`config.mk`:
```
export PLATFORM = sky130hd
export DESIGN_NAME = spi_ram_responder
export DESIGN_NICKNAME = d
export VERILOG_FILES = /design/src/rtl/spi_ram_responder.sv
export SDC_FILE = /design/constraint.sdc
export NUM_CORES = 2
export LEC_CHECK = 0
export CORE_MARGIN = 8
export CORE_UTILIZATION = 45
export DETAILED_ROUTE_END_ITERATION = 7
export SYNTH_ARGS = -nofsm -noshare
export SYNTH_HDL_FRONTEND = slang
export SYNTH_SLANG_ARGS = --single-unit
```
`constraint.sdc`:
```
create_clock -name clk -period 4.7 [get_ports clk]
set_input_delay 0.94 -clock clk [delete_from_list [all_inputs] [get_ports clk]]
set_output_delay 0.94 -clock clk [all_outputs]
set_load 0.03 [all_outputs]
```
`src/rtl/spi_ram_responder.sv`:
```
// SPI mode-0 responder fronting a small word RAM: 8-bit opcode, 24-bit address, DATA_W data bits.
// All SPI inputs are resynchronised into clk; memory is written only when a full write frame completes.
module spi_ram_responder #(
  parameter int unsigned ADDR_W    = 8,
  parameter int unsigned DATA_W    = 16,
  parameter logic [7:0]  CMD_WRITE = 8'h02,
  parameter logic [7:0]  CMD_READ  = 8'h03
) (
  input  logic clk,
  input  logic nrst,
  input  logic sck,
  input  logic css,
  input  logic sdi,
  output logic sdo,
  output logic busy
);

  localparam int unsigned CntW = $clog2(32 + DATA_W);
  localparam logic [CntW-1:0] CmdLast  = CntW'(7);
  localparam logic [CntW-1:0] AddrLast = CntW'(31);
  localparam logic [CntW-1:0] DataLast = CntW'(31 + DATA_W);

  typedef enum logic [2:0] {StIdle, StCmd, StAddr, StWrData, StRdData, StDone} state_e;

  state_e              state;
  logic [2:0]          sck_sync, css_sync;
  logic [1:0]          sdi_sync;
  logic [CntW-1:0]     cnt;
  logic [7:0]          cmd;
  logic [ADDR_W-1:0]   addr;
  logic [DATA_W-1:0]   wdat, dout, wr_data;
  logic                is_wr, rd_pend, wr_en;
  logic [DATA_W-1:0]   mem [2**ADDR_W];

  logic sck_rise, sck_fall, css_rise, css_fall, sdi_s;
  logic [7:0] cmd_next;

  // Bit [1] is the synchronised level, bit [2] its previous sample for edge detection.
  always_comb begin
    sck_rise = sck_sync[1] & ~sck_sync[2];
    sck_fall = ~sck_sync[1] & sck_sync[2];
    css_rise = css_sync[1] & ~css_sync[2];
    css_fall = ~css_sync[1] & css_sync[2];
    sdi_s    = sdi_sync[1];
    cmd_next = {cmd[6:0], sdi_s};
  end

  always_ff @(posedge clk or negedge nrst) begin
    if (!nrst) begin
      sck_sync <= 3'b000;
      css_sync <= 3'b111;
      sdi_sync <= 2'b00;
    end else begin
      sck_sync <= {sck_sync[1:0], sck};
      css_sync <= {css_sync[1:0], css};
      sdi_sync <= {sdi_sync[0], sdi};
    end
  end

  // Memory has no reset so contents survive nrst.
  always_ff @(posedge clk) begin
    if (wr_en) mem[addr] <= wr_data;
  end

  always_ff @(posedge clk or negedge nrst) begin
    if (!nrst) begin
      state   <= StIdle;
      sdo     <= 1'b0;
      busy    <= 1'b0;
      cnt     <= '0;
      cmd     <= '0;
      addr    <= '0;
      wdat    <= '0;
      dout    <= '0;
      wr_data <= '0;
      is_wr   <= 1'b0;
      rd_pend <= 1'b0;
      wr_en   <= 1'b0;
    end else begin
      wr_en <= 1'b0;
      if (css_rise) begin
        state   <= StIdle;
        busy    <= 1'b0;
        sdo     <= 1'b0;
        rd_pend <= 1'b0;
      end else begin
        case (state)
          StIdle: begin
            if (css_fall) begin
              state <= StCmd;
              busy  <= 1'b1;
              cnt   <= '0;
            end
          end
          StCmd: begin
            if (sck_rise) begin
              cnt <= cnt + 1'b1;
              cmd <= cmd_next;
              if (cnt == CmdLast) begin
                if (cmd_next == CMD_WRITE) begin
                  is_wr <= 1'b1;
                  state <= StAddr;
                end else if (cmd_next == CMD_READ) begin
                  is_wr <= 1'b0;
                  state <= StAddr;
                end else begin
                  state <= StDone;
                end
              end
            end
          end
          StAddr: begin
            if (sck_rise) begin
              cnt  <= cnt + 1'b1;
              addr <= {addr[ADDR_W-2:0], sdi_s};
              if (cnt == AddrLast) begin
                if (is_wr) begin
                  state <= StWrData;
                end else begin
                  state   <= StRdData;
                  rd_pend <= 1'b1;
                end
              end
            end
          end
          StWrData: begin
            if (sck_rise) begin
              cnt  <= cnt + 1'b1;
              wdat <= {wdat[DATA_W-2:0], sdi_s};
              if (cnt == DataLast) begin
                wr_data <= {wdat[DATA_W-2:0], sdi_s};
                wr_en   <= 1'b1;
                state   <= StDone;
              end
            end
          end
          StRdData: begin
            // Load happens one clk after entry, well before the first falling edge.
            if (rd_pend) begin
              dout    <= mem[addr];
              rd_pend <= 1'b0;
            end else if (sck_fall) begin
              sdo  <= dout[DATA_W-1];
              dout <= {dout[DATA_W-2:0], 1'b0};
            end
          end
          StDone:  ;
          default: state <= StIdle;
        endcase
      end
    end
  end

endmodule

```
==> impl_metrics.toml <==
[status]
status = "finished, violations left"
violations = "setup timing"

[place]
hpwl_um = 290000
portBuffers = 6
place_ws_ps = -26.7
gp_congestion = 0.911
place_inst = 12546
detailed_place.area_sq_um = 171000

[sta]
period_needed_ps = 4860
setup_violations = 1
fmax_ghz = 0.206
worstMarginPinSlew_ps = 1410
slew_violations = 0
finalCritPeriodShare_pct = 103
rsz0062_at_grt = "false"
fin_setup_tns_ps = -162
hold_viol_final = 0
setup_ws_ps = -162
fin_skew_ps = 77.5
slew_headroom_pct = 5.69
hold_slack_ps = 353

[critical_path]
crit_path_top_delay_cell = "a311oi_1"
r2r-start = "addr[0]"
end_kind = "flip-flop"
r2r-end = "dout[0]"
path_delay_family = "compound AO/OA/AOI/OAI gates"
regToRegSetupSlack_ps = -160
crit_path_frequent_cell = "buf_4"
rr_worst_depth = 9
cp_data_required_time_ps = 5540
cp_cell_sequence = "buf_4 -> nor2_4 -> buf_4 -> a22oi_1 -> nand3_1 -> nand4_1 -> a311oi_1 -> a41o_1 -> o211ai_1"
max_stage_delay_ps = 990
critPathArrivalTime_ps = 5710
crit_buf_inv = 2
path_class = "flip-flop to flip-flop"
cp-start-kind = "flip-flop"
cp_max_fo = 31
cp_num_cells = 9

[detailed_routing]
routed_via_density = 6.21
first_pass_iters = 5
ant_nets = 0
drc = 0
wire_per_inst_um = 34.5
vias = 82817
finalWirelength_um = 460000
first_iter_violations = 11555

[clocking]
clock_sinks = 4180
clkTransAtPathRegs_ps = 70
h-tree-depth = 5
postCtsSetupRepairBufs = 0
cts_buffers = 422
clk_latency_ps = 1010
cts_tree = "built"
clockBufferDepth = 4
cts_root_buffer = "clkbuf_16"

[cells_and_area]
final_nets = 8228
final_cell_area_sq_um = 185000
nFillCells = 27571
layout-drive-gt1-share_pct = 27.6
syn_to_final_growth_pct = 14.8
utilization_pct = 51.9
layout.cells.non_filler = 13343

[floorplanning]
dieWidth_um = 614
core_area_sq_um = 356000
start_util_pct = 45.2
dieArea_sq_um = 377000
ios = 7
die_y_um = 614
row_count = 219

[yosys]
synth.top_cells.by_area = "edfxtp_1 (76%), mux4_2 (12%), mux2i_1 (2.6%)"
ys_ff_latch = 4180
synth_warnings = 0
synth_seq_area_share_pct = 77.7
synth_area_leader_cell = "edfxtp_1"
synthTopCellsByCount = "edfxtp_1 (4096), mux4_2 (853), mux2i_1 (412), nor2_1 (308), nand2_1 (243)"
yosysTopAreaCellShare_pct = 76.4
syn_area_sq_um = 161000
synthArstFlopShare_pct = 2.01
synth_top_flop_cell = "edfxtp_1"
synth_edf_count = 4096
synth.most_common_cell = "edfxtp_1"
syn_inst = 7560
avgSynthCellArea_sq_um = 21.3
syn_nets = 7568
synth_cell_types = 79

[power]
power_density_nw_per_um2 = 414
p_total_mw = 76.4
peakVddDrop_v = 0.000308
p_leak_nw = 54.9

[global_route]
grt_pass1_wl_um = 642000
grt.total_usage_pct = 23.7
grt_pass1_vias = 81790
grt_max_degree = 161
grt-ovfl-total = 0
antenna_found_initial = 29

[worst_hold_path]
worstHoldStart = "sck_sync[0]"
holdCritPathClass = "flip-flop to flip-flop"
holdPathEnd = "sck_sync[1]"
hold_depth = 0

[job]
cap_violations = 0
-- layer usage --
layer	share of wire (%)	GRT usage, %
met1	39	32.7
met2	46	36.7
met3	10	5.18
met4	5.1	10.4
met5	0.011	0
-- how the worst max path moves through the flow --
stage / start / to
2_1_floorplan: wr_data[0] / mem[0][0]
3_3_place_gp: addr[1] / dout[3]
3_5_place_dp: addr[1] / dout[3]
4_1_cts: addr[1] / dout[14]
5_1_grt: addr[1] / dout[14]
6_report: addr[0] / dout[0]
-- cell usage in the layout, fill, tap and decap left out, types with 90 or more instances in the layout --
master     Yosys  routed
clkinv_1       4      94
mux4_2       853     853
buf_4        132     601
edfxtp_1    4096    4096
nor2_1       308     263
a21oi_1       90      90
nand2_1      243     240
o22ai_1      168     168
a22oi_1      149     149
clkbuf_16      0     429
mux2i_1      412     412
-- cell families after synthesis --
group	synth area share, %
buf+inv	1.80
simple gates	2.54
compound gates	3.19
fa+ha+maj	0.0233
xor+xnor	0.00544
flops	77.7
mux	14.8
-- where the power goes --
part	total [mW]	internal [mW]	switching, mW
clock network	33.5	19.2	14.3
logic	2.47	1.06	1.41
registers	40.5	40.4	0.119
-- final cells by class --
class	instances	area, sq um	area share, %
repair buffers	693	6290	3.41
flip-flops and latches	4180	125000	67.7
clock inverters	269	2670	1.45
clock buffers	508	11100	6.01
diodes	19	47.5	0.0257
multi-input cells	2913	33500	18.1
inverters	10	43.8	0.0237
well taps	4751	5940	3.22
-- state kept, by name, indices dropped and copies added (netlist names) --
register  flops
mem        4096
sdi_sync      2
addr          8
cnt           6
is_wr         1
sdo           1
busy          1
css_sync      3
rd_pend       1
wr_en         1
cmd           7
sck_sync      3
wdat         15
dout         16
state         3
wr_data      16
-- what timing repair did --
item | 4_1_cts | 5_1_grt
endpoints found under the setup margin | 1 | 1
hold buffers | 1 | 0
cloned | 0 | 0
hold endpoints to repair | 6 | 0
gates resized for setup | 1 | 1
Note: power is estimated with default switching activity, not from simulation.
